==> src/rtl/clock_pkg.sv <==
// Shared definitions for the time-of-day counter: set-mode states and BCD digit limits.
package clock_pkg;

  typedef enum logic [1:0] {
    RUN      = 2'b00,
    SET_HOUR = 2'b01,
    SET_MIN  = 2'b10
  } set_state_t;

  localparam logic [3:0] ONE_MAX              = 4'd9;
  localparam logic [3:0] SEC_TEN_MAX          = 4'd5;
  localparam logic [3:0] MIN_TEN_MAX          = 4'd5;
  localparam logic [3:0] HOUR_MAX_TEN         = 4'd2;
  localparam logic [3:0] HOUR_MAX_ONE_AT_TEN2 = 4'd3;

  // Split a small binary value into its BCD tens and units digits.
  function automatic logic [3:0] tensOf(input int value);
    return 4'(value / 10);
  endfunction

  function automatic logic [3:0] onesOf(input int value);
    return 4'(value % 10);
  endfunction

endpackage

==> src/rtl/bcd_mod60.sv <==
// Two-digit BCD counter 00..59 with enable, synchronous clear and a same-edge carry-out.
module bcd_mod60
  import clock_pkg::*;
#(
  parameter logic [3:0] RESET_ONE = 4'd0,
  parameter logic [3:0] RESET_TEN = 4'd0,
  parameter logic [3:0] TEN_MAX   = SEC_TEN_MAX
) (
  input  logic       clk,
  input  logic       CLR_n,
  input  logic       en_i,
  input  logic       clr_i,
  output logic [3:0] one_o,
  output logic [3:0] ten_o,
  output logic       carry_o
);

  logic [3:0] one_q, one_d;
  logic [3:0] ten_q, ten_d;
  logic       atMax;

  assign atMax = (one_q == ONE_MAX) && (ten_q == TEN_MAX);

  // Carry is combinational so the next stage updates in the very same edge.
  assign carry_o = en_i && !clr_i && atMax;

  always_comb begin
    one_d = one_q;
    ten_d = ten_q;
    if (clr_i) begin
      one_d = 4'd0;
      ten_d = 4'd0;
    end else if (en_i) begin
      if (one_q == ONE_MAX) begin
        one_d = 4'd0;
        ten_d = atMax ? 4'd0 : ten_q + 4'd1;
      end else begin
        one_d = one_q + 4'd1;
      end
    end
  end

  always_ff @(posedge clk or posedge CLR_n) begin
    if (CLR_n) begin
      one_q <= RESET_ONE;
      ten_q <= RESET_TEN;
    end else begin
      one_q <= one_d;
      ten_q <= ten_d;
    end
  end

  assign one_o = one_q;
  assign ten_o = ten_q;

endmodule

==> src/rtl/time_counter.sv <==
// 24 h BCD time-of-day counter with hour/minute set mode, blink control and carry strobes.
module time_counter
  import clock_pkg::*;
#(
  parameter int RESET_HOUR = 0,
  parameter int RESET_MIN  = 0
) (
  input  logic       clk,
  input  logic       CLR_n,
  input  logic       tick_1hz,
  input  logic       mode_pulse,
  input  logic       inc_pulse,
  output logic [3:0] sec_one,
  output logic [3:0] sec_ten,
  output logic [3:0] min_one,
  output logic [3:0] min_ten,
  output logic [3:0] hour_one,
  output logic [3:0] hour_ten,
  output logic [1:0] set_state,
  output logic       blink,
  output logic       min_strobe,
  output logic       hour_strobe
);

  if (RESET_HOUR < 0 || RESET_HOUR > 23) begin : gBadHour
    $error("time_counter: RESET_HOUR must be in 0..23");
  end
  if (RESET_MIN < 0 || RESET_MIN > 59) begin : gBadMin
    $error("time_counter: RESET_MIN must be in 0..59");
  end

  localparam logic [3:0] RST_HOUR_TEN = tensOf(RESET_HOUR);
  localparam logic [3:0] RST_HOUR_ONE = onesOf(RESET_HOUR);
  localparam logic [3:0] RST_MIN_TEN  = tensOf(RESET_MIN);
  localparam logic [3:0] RST_MIN_ONE  = onesOf(RESET_MIN);

  set_state_t state_q;
  logic       blink_q;
  logic       minStrobe_q;
  logic       hourStrobe_q;
  logic [3:0] hourOne_q, hourOne_d;
  logic [3:0] hourTen_q, hourTen_d;

  logic isRun, isSetHour, isSetMin;
  logic secEn, secClr, secCarry;
  logic minEn, minCarry;
  logic hourStep;

  assign isRun     = (state_q == RUN);
  assign isSetHour = (state_q == SET_HOUR);
  assign isSetMin  = (state_q == SET_MIN);

  // A mode pulse always wins over a simultaneous increment.
  assign secEn    = isRun && tick_1hz;
  assign secClr   = isSetMin && mode_pulse;
  assign minEn    = secCarry || (isSetMin && inc_pulse && !mode_pulse);
  assign hourStep = (isRun && minCarry) || (isSetHour && inc_pulse && !mode_pulse);

  bcd_mod60 #(
    .RESET_ONE (4'd0),
    .RESET_TEN (4'd0),
    .TEN_MAX   (SEC_TEN_MAX)
  ) uSeconds (
    .clk     (clk),
    .CLR_n   (CLR_n),
    .en_i    (secEn),
    .clr_i   (secClr),
    .one_o   (sec_one),
    .ten_o   (sec_ten),
    .carry_o (secCarry)
  );

  bcd_mod60 #(
    .RESET_ONE (RST_MIN_ONE),
    .RESET_TEN (RST_MIN_TEN),
    .TEN_MAX   (MIN_TEN_MAX)
  ) uMinutes (
    .clk     (clk),
    .CLR_n   (CLR_n),
    .en_i    (minEn),
    .clr_i   (1'b0),
    .one_o   (min_one),
    .ten_o   (min_ten),
    .carry_o (minCarry)
  );

  always_comb begin
    hourOne_d = hourOne_q;
    hourTen_d = hourTen_q;
    if (hourStep) begin
      if (hourTen_q == HOUR_MAX_TEN && hourOne_q == HOUR_MAX_ONE_AT_TEN2) begin
        hourOne_d = 4'd0;
        hourTen_d = 4'd0;
      end else if (hourOne_q == ONE_MAX) begin
        hourOne_d = 4'd0;
        hourTen_d = hourTen_q + 4'd1;
      end else begin
        hourOne_d = hourOne_q + 4'd1;
      end
    end
  end

  always_ff @(posedge clk or posedge CLR_n) begin
    if (CLR_n) begin
      hourOne_q <= RST_HOUR_ONE;
      hourTen_q <= RST_HOUR_TEN;
    end else begin
      hourOne_q <= hourOne_d;
      hourTen_q <= hourTen_d;
    end
  end

  // Strobes land in the same cycle as the wrapped digits; blink restarts high on each set-state entry.
  always_ff @(posedge clk or posedge CLR_n) begin
    if (CLR_n) begin
      state_q      <= RUN;
      blink_q      <= 1'b0;
      minStrobe_q  <= 1'b0;
      hourStrobe_q <= 1'b0;
    end else begin
      minStrobe_q  <= isRun && secCarry;
      hourStrobe_q <= isRun && minCarry;
      case (state_q)
        RUN: begin
          if (mode_pulse) begin
            state_q <= SET_HOUR;
            blink_q <= 1'b1;
          end else begin
            blink_q <= 1'b0;
          end
        end
        SET_HOUR: begin
          if (mode_pulse) begin
            state_q <= SET_MIN;
            blink_q <= 1'b1;
          end else if (tick_1hz) begin
            blink_q <= !blink_q;
          end
        end
        SET_MIN: begin
          if (mode_pulse) begin
            state_q <= RUN;
            blink_q <= 1'b0;
          end else if (tick_1hz) begin
            blink_q <= !blink_q;
          end
        end
        default: begin
          state_q <= RUN;
          blink_q <= 1'b0;
        end
      endcase
    end
  end

  assign hour_one    = hourOne_q;
  assign hour_ten    = hourTen_q;
  assign set_state   = state_q;
  assign blink       = blink_q;
  assign min_strobe  = minStrobe_q;
  assign hour_strobe = hourStrobe_q;

endmodule

==> config.mk <==
export PLATFORM = sky130hd
export DESIGN_NAME = time_counter
export DESIGN_NICKNAME = d
export VERILOG_FILES = /design/src/rtl/clock_pkg.sv /design/src/rtl/bcd_mod60.sv /design/src/rtl/time_counter.sv
export SDC_FILE = /design/constraint.sdc
export NUM_CORES = 1
export LEC_CHECK = 0
export ABC_AREA = 1
export ABC_CLOCK_PERIOD_IN_PS = 1450
export CAP_MARGIN = 20
export CORE_UTILIZATION = 40
export CTS_BUF_LIST = sky130_fd_sc_hd__clkbuf_16
export DETAILED_ROUTE_END_ITERATION = 6
export PLACE_DENSITY = 0.69
export SYNTH_ARGS = -nofsm -noshare
export SYNTH_HDL_FRONTEND = slang
export SYNTH_SLANG_ARGS = --single-unit
export TNS_END_PERCENT = 20
==> constraint.sdc <==
create_clock -name clk -period 1.45 [get_ports clk]
set_input_delay 0.3625 -clock clk [delete_from_list [all_inputs] [get_ports clk]]
set_output_delay 0.3625 -clock clk [all_outputs]
set_load 0.005 [all_outputs]
==> results by group, run 1 <==
Synth
  – Yosys reg bits: 29
  – Sequential fraction of the synthesis area: 0.443
  – Synth Area in XOR/XNOR: 0.0588
  – Largest family of logic cells by synthesized area: simple AND/OR/NAND/NOR gates
  – Synth Area in Compound Gates: 0.0665
  – Cell count after synthesis: roughly 190
  – Simple-gate share of the synthesized area: 0.291
  – Mapped Area: 0.00164 sq mm
  – Distinct cells, synth: 27
  – Area share of fa/ha/maj cells after synthesis: 0.0764
  – Synthesized net count: 209
  – Syn avg cell area: about 8.4 sq um
  – Syn. warnings: 0
  – Mux share of post-synthesis cell area: 0

GRT
  – Vias in the first global route: 1,459
  – Congestion Overflow GR: 0
  – Antenna violations before repair: 0
  – First-pass GRT wire length: 6350 um
  – GRT Total Usage: 0.195
  – Largest net degree at the start of global routing: 30

Floorplanning
  – Initial core utilization: 0.431
  – Chip width: 66.0 um
  – Die footprint: 0.00435 sq mm
  – Boundary Pins: 34
  – Height of the die: 66.0 um
  – Row count: 22
  – Core area: 0.00380 sq mm

Final layout
  – Ant. Diodes: 0
  – Layout Nets: 290
  – Area grow syn2layout: 58.7%
  – Fillers: 308
  – Fraction of layout cells with a size suffix above 1: 0.326

Timing
  – Slew HR: 0.851
  – Final WS setup: -71.9 ps
  – Final Hold Viols: 0
  – RSZ-0062 raised after global routing: true
  – Final setup fails: 7
  – Worst-Margin Slew: 222 ps
  – Final Cycle Share: 1.05
  – Fin Clk Skew: 5.44 ps
  – F_max: 0.657 GHz
  – Period minus WS final: 1520 ps
  – Fin. max-slew vios: 0

Routing
  – Drt total wl: slightly below 4000 um
  – Via count: 1,573
  – Vias per cell: 4.85
  – Post-DR wirelength/cell: 11.9 um
  – DR pass1 iterations: 4
  – Final ANT Viol Nets: 0
  – Initial DRC Count: between 50 and 60
  – DR DRC count: 0

Critical path
  – CP Cell Sequence: buf_4, ha_4, inv_2, nor2_4, nand3b_1, o21ai_4, nand2_2, nand2_1, nand2_1
  – Worst Path Max Fanout: 5
  – Worst Setup End Kind: flop
  – CP most frequent cell: nand2_1
  – Kind of critical path: reg -> reg
  – Slowest stage delay, CP: 340 ps
  – Critical Path Source Type: flop
  – Slowest cell on crit path: dfrtp_1
  – Worst EP required: 1610 ps
  – Arr. time, crit path: 1690 ps

Run
  – Maxcap violations: 0

Clock network
  – Clock buffer depth: 2
  – # hold bufs at CTS: 0
  – Worst-Skew Late Latency: between 200 and 300 ps
  – Depth of the CTS H-tree: 2
  – Clock transition at path regs: about 50 ps
  – Clk sinks: 29
  – CTS Buf Count: 5
  – CTS tree: yes
  – Clock tree root buffer cell: clkbuf_16

Place
  – Pre-CTS setup slack: -250 ps
  – Final Wtd Congestion: 0.825
  – Post-detail-place hpwl: between 2000 and 3000 um
  – Port Buffer Count: 33

Pwr
  – Maximum resistive drop on vdd: approximately 0.96 mV
  – Pwr dens: between 1500 and 2000 mW/mm^2
  – Final Power: 4430 uW
  – Leakage: approximately 0.0014 uW

Outcome
  – Failing checks: setup timing
  – Outcome: finished, violations left

Hold path
  – Hold WC Path Type: in -> async
## critical path: cells and delay by family (launching register included)
kind,cells,cell delay [ps]
AND/OR/NAND/NOR,5,490
flip-flops,1,340
AO/OA/AOI/OAI,1,260
buffers and inverters,2,160
adder cells (fa/ha/maj),1,140
## per-stage QoR
step / area [sq um] / TNS, ps / std cells / hold WS (ps) / util
floorplan: 1650 / 0 / 194 / 441 / -
global placement: 2300 / -4150 / 309 / 536 / 0.606
detailed placement: 2300 / -4440 / 309 / 535 / 0.606
CTS: 2510 / -369 / 322 / 440 / 0.660
global route: 2600 / -1250 / 324 / 453 / 0.684
finish: 2600 / -299 / 324 / 425 / 0.684
## state kept, by name (all words and copies together), names as in the netlist
name	flops
hour_one	4
hour_ten	4
uMinutes.one_o	4
uMinutes.ten_o	4
uSeconds.one_o	4
uSeconds.ten_o	4
set_state	2
blink	1
hour_strobe	1
min_strobe	1
## path summary, 6_finish.rpt
check,from,end,slack [ps],cells after the start
max,hour_one[0],hour_ten[0],-70,9
min,CLR_n,uMinutes.one_o[2],430,3
max reg2reg,hour_one[0],hour_ten[0],-70,9
min reg2reg,uMinutes.one_o[3],uMinutes.one_o[3],540,2
max in group asynchronous,CLR_n,set_state[1],840,3
min in group clk,uMinutes.one_o[3],uMinutes.one_o[3],540,2
## cell usage after synthesis, drive strengths merged
library cell | instances | share of area
a21oi | 2 | 0.0061
and3 | 1 | 0.0038
buf | 1 | 0.0069
dfrtp | 29 | 0.44
ha | 10 | 0.076
inv | 25 | 0.057
nand2 | 44 | 0.12
nand3 | 25 | 0.079
nand3b | 1 | 0.0046
nand4 | 1 | 0.0038
nor2 | 21 | 0.062
nor3 | 1 | 0.0031
o21ai | 15 | 0.048
o21bai | 1 | 0.0046
o22ai | 2 | 0.0076
or2 | 4 | 0.017
xnor2 | 2 | 0.011
xor2 | 9 | 0.048
## layer usage
metal | global-route usage | share of wire | vias up
met5 | 0 | 0 | -
met4 | 0.0718 | 0.016 | 0
met3 | 0.0414 | 0.034 | 6
met2 | 0.333 | 0.51 | 32
met1 | 0.240 | 0.44 | 751
li1 | - | - | 784
## cell type report
class / instances / area [sq um] / share of cell area
multi-input combinational: 139 / 920 / 0.354
sequential: 29 / 727 / 0.280
timing repair buffer: 75 / 634 / 0.244
clock buffer: 5 / 125 / 0.0481
inverter: 25 / 96.3 / 0.0371
tap: 48 / 60.1 / 0.0231
clock inverter: 3 / 37.5 / 0.0144
## placed cells by master, fill, tap and decap left out
master	n
inv_1	20
nand2_2	7
o21ai_1	10
dlygate4sd2_1	25
clkbuf_2	2
nand4_1	1
bufinv_16	1
dfrtp_1	28
nand2_4	5
o22ai_1	2
a21oi_1	2
or2_4	1
nand3_4	1
nor2_4	4
buf_6	4
o21bai_1	1
nand3_2	5
o21ai_4	1
ha_4	2
dlymetal6s2s_1	1
clkdlybuf4s50_1	5
nor2_1	14
nand2_1	32
buf_12	1
buf_4	37
nor2_2	3
ha_1	8
dfrtp_2	1
inv_4	1
xor2_1	9
xnor2_1	2
or2_2	3
clkinv_1	1
clkbuf_16	5
o21ai_0	4
nor3_2	1
nand3_1	19
and3_1	1
nand3b_1	1
inv_2	5
## kinds of logic after synthesis
group,Yosys count
AND/OR/NAND/NOR,98
flip-flops,29
buffers and inverters,26
AO/OA/AOI/OAI,20
XOR/XNOR,11
adder cells (fa/ha/maj),10
## what timing repair did
action / 4_1_cts / 5_1_grt
resized for setup: 36 / 31
setup endpoints to repair: 42 / 23
pin swaps: 1 / 12
buffers inserted: 5 / 2
## where the power goes
part	switching (uW)	total, uW	internal, uW
Combinational	954	2010	1050
Clock	329	1120	794
Sequential	234	1300	1060
(Power assumes the default switching activity.)
==> inputs of run 2 (changes only) <==
--- a/config.mk
+++ b/config.mk
@@ -8,10 +8,11 @@
 export ABC_AREA = 1
 export ABC_CLOCK_PERIOD_IN_PS = 1450
 export CAP_MARGIN = 20
-export CORE_UTILIZATION = 40
+export CORE_UTILIZATION = 46
 export CTS_BUF_LIST = sky130_fd_sc_hd__clkbuf_16
 export DETAILED_ROUTE_END_ITERATION = 6
-export PLACE_DENSITY = 0.69
+export GPL_TIMING_DRIVEN = 0
+export PLACE_DENSITY = 0.78
 export SYNTH_ARGS = -nofsm -noshare
 export SYNTH_HDL_FRONTEND = slang
 export SYNTH_SLANG_ARGS = --single-unit
==> run 2 against run 1 <==
  * The flow still finishes with violations (setup timing)
  * Non-clock buffer count grew 4
  * Fmax shrank 2.2%
  * Sequential share of layout area shrank 0.52 points
  * Design area grew 2.6%
  * Critical endpoint is now hour_ten[2]
==> results by group, run 2 (synthesized netlist as in run 1, its figures left out) <==
Outcome
  – Outcome: finished, violations left
  – Failing checks: setup timing

Routing
  – Initial DRC Count: 62
  – Final ANT Viol Nets: 0
  – DR DRC count: 0
  – Post-DR wirelength/cell: 14.8 um
  – Vias per cell: 5.14
  – DR pass1 iterations: 4
  – Drt total wl: between 4000 and 5000 um
  – Via count: 1,669

GRT
  – GRT Total Usage: 0.231
  – Vias in the first global route: 1,480
  – First-pass GRT wire length: 6220 um
  – Global routing met2 resource utilization: 0.401
  – Antenna violations before repair: 0
  – Largest net degree at the start of global routing: 23
  – GR peak layer: met2
  – GR Util met1: 0.260
  – Congestion Overflow GR: 0
  – Routing usage on met3: 0.0672

Final layout
  – Fraction of layout cells with a size suffix above 1: 0.373
  – Layout Nets: 294
  – Final core occ: 0.793
  – Storage cell area: 732 sq um
  – Ant. Diodes: 0
  – Fin area: 0.00267 sq mm
  – Area occupied by multi-input gates: about 960 sq um
  – Most frequent cells in the layout: buf_4, nand2_1, dlygate4sd2_1, dfrtp_1, nand3_1
  – Fillers: 241
  – Area grow syn2layout: 62.9%
  – Commonest non-fill, non-tap cell in the layout: buf_4

Place
  – Post-detail-place hpwl: 2320 um
  – Port Buffer Count: 33
  – Final Wtd Congestion: 0.773
  – Dpl cell area: slightly above 0.002 sq mm
  – Pre-CTS setup slack: -358 ps

Clock network
  – Worst-Skew Late Latency: 280 ps
  – CTS Buf Count: 5
  – Depth of the CTS H-tree: 2
  – Clock buffer depth: 2
  – Clock tree root buffer cell: clkbuf_16
  – Clk sinks: 29
  – CTS tree: yes
  – Clock transition at path regs: 50 ps

Critical path
  – CP startpoint: uSeconds.ten_o[1]
  – CP Cell Sequence: inv_2, ha_4, nand3_2, nor2_4, nand2_2, nand2_4, nand2_4, nand2_4, buf_6, nand3_2, nand2_1
  – Arr. time, crit path: 1760 ps
  – Reg2reg start: uSeconds.ten_o[1]
  – Worst EP required: 1660 ps
  – Slowest stage delay, CP: 410 ps
  – Top Family by Delay on Critical Path: simple AND/OR/NAND/NOR gates
  – CP most frequent cell: nand2_4
  – Kind of critical path: reg -> reg
  – Worst Path Max Fanout: 5
  – Critical Path Source Type: flop
  – Slowest cell on crit path: dfrtp_1
  – Worst Setup End Kind: flop
  – Critical path buffers and inverters: 2

Floorplanning
  – Initial core utilization: 0.487
  – Boundary Pins: 34
  – Die footprint: 0.00380 sq mm
  – Height of the die: 61.7 um
  – Core area: 0.00336 sq mm
  – Chip width: 61.7 um
  – Row count: 21

Pwr
  – Leakage: 0.00146 uW
  – P_int: 2800 uW
  – Maximum resistive drop on vdd: between 1 and 1.5 mV
  – Clock share of power: 0.211
  – Pwr dens: around 1700 mW/mm^2
  – Reg power frac: 0.297
  – P_sw: 1670 uW
  – Sw frac: 0.373
  – Comb power frac: 0.492

Timing
  – Fin. max-slew vios: 0
  – Worst-Margin Slew: 386 ps
  – Slew HR: 0.743
  – Final Hold Viols: 0
  – Final Cycle Share: 1.07
  – F_max: 0.643 GHz
  – Min Hold Slack: 365 ps
  – Final setup fails: 16
  – Period minus WS final: 1560 ps
  – Final WS setup: -106 ps
  – RSZ-0062 raised after global routing: true
  – Fin Clk Skew: 5.26 ps

Run
  – Maxcap violations: 0

Hold path
  – Hold WC Path Type: in -> async
## run 2: cell count changes in the layout (fill, tap and decap cells not counted), sizes merged
| cell | delta |
|---|---|
| dlygate4sd2 | +2 |
| buf | +5 |
| dlymetal6s2s | +1 |
| clkdlybuf4s50 | -2 |
| clkbuf | -2 |
| bufinv | -1 |
## run 2: what timing repair did
item	in CTS	in global routing
resized for setup	39	44
endpoints found under the setup margin	42	23
setup buffers	28	15
gates cloned	1	0
hold endpoints to repair	0	0
pin swaps	4	18
hold buffers	0	0
## run 2: power groups by stage
stage                     Sequential (uW)  Clock, uW  Combinational, uW
after floorplan                      1370          0                770
after global placement               1400          0               1380
after detailed placement             1400          0               1430
after CTS                            1260        954               1740
after global routing                 1350        996               2420
final                                1320        941               2190
## run 2: per-stage QoR
stage,power (uW),instances,TNS [ps]
global route,4760,325,-2210
finish,4460,325,-881
CTS,3960,310,-463
floorplan,2140,194,0
global placement,2780,273,-12720
detailed placement,2830,274,-5700
## run 2: path summary, 6_finish.rpt
path / end / slack (ps) / cells past startpoint
max: hour_ten[2] / -110 / 11
min: uMinutes.one_o[2] / 370 / 2
max reg2reg: hour_ten[2] / -110 / 11
min reg2reg: hour_ten[3] / 570 / 2
max in group asynchronous: uSeconds.one_o[0] / 640 / 3
min in group clk: set_state[0] / 560 / 3
## run 2: metal layers
layer | routed length [um] | part of all wire
met1 | 1880 | 0.39
met2 | 2560 | 0.53
met3 | 259 | 0.054
met4 | 122 | 0.025
met5 | 0 | 0
## run 2: cell type report
type / count / area share
Buffer: 1 / 0.00422
Tap cell: 46 / 0.0216
Timing Repair Buffer: 78 / 0.253
Multi-Input combinational cell: 139 / 0.362
Sequential cell: 29 / 0.274
Clock inverter: 2 / 0.00281
Inverter: 25 / 0.0352
Clock buffer: 5 / 0.0469
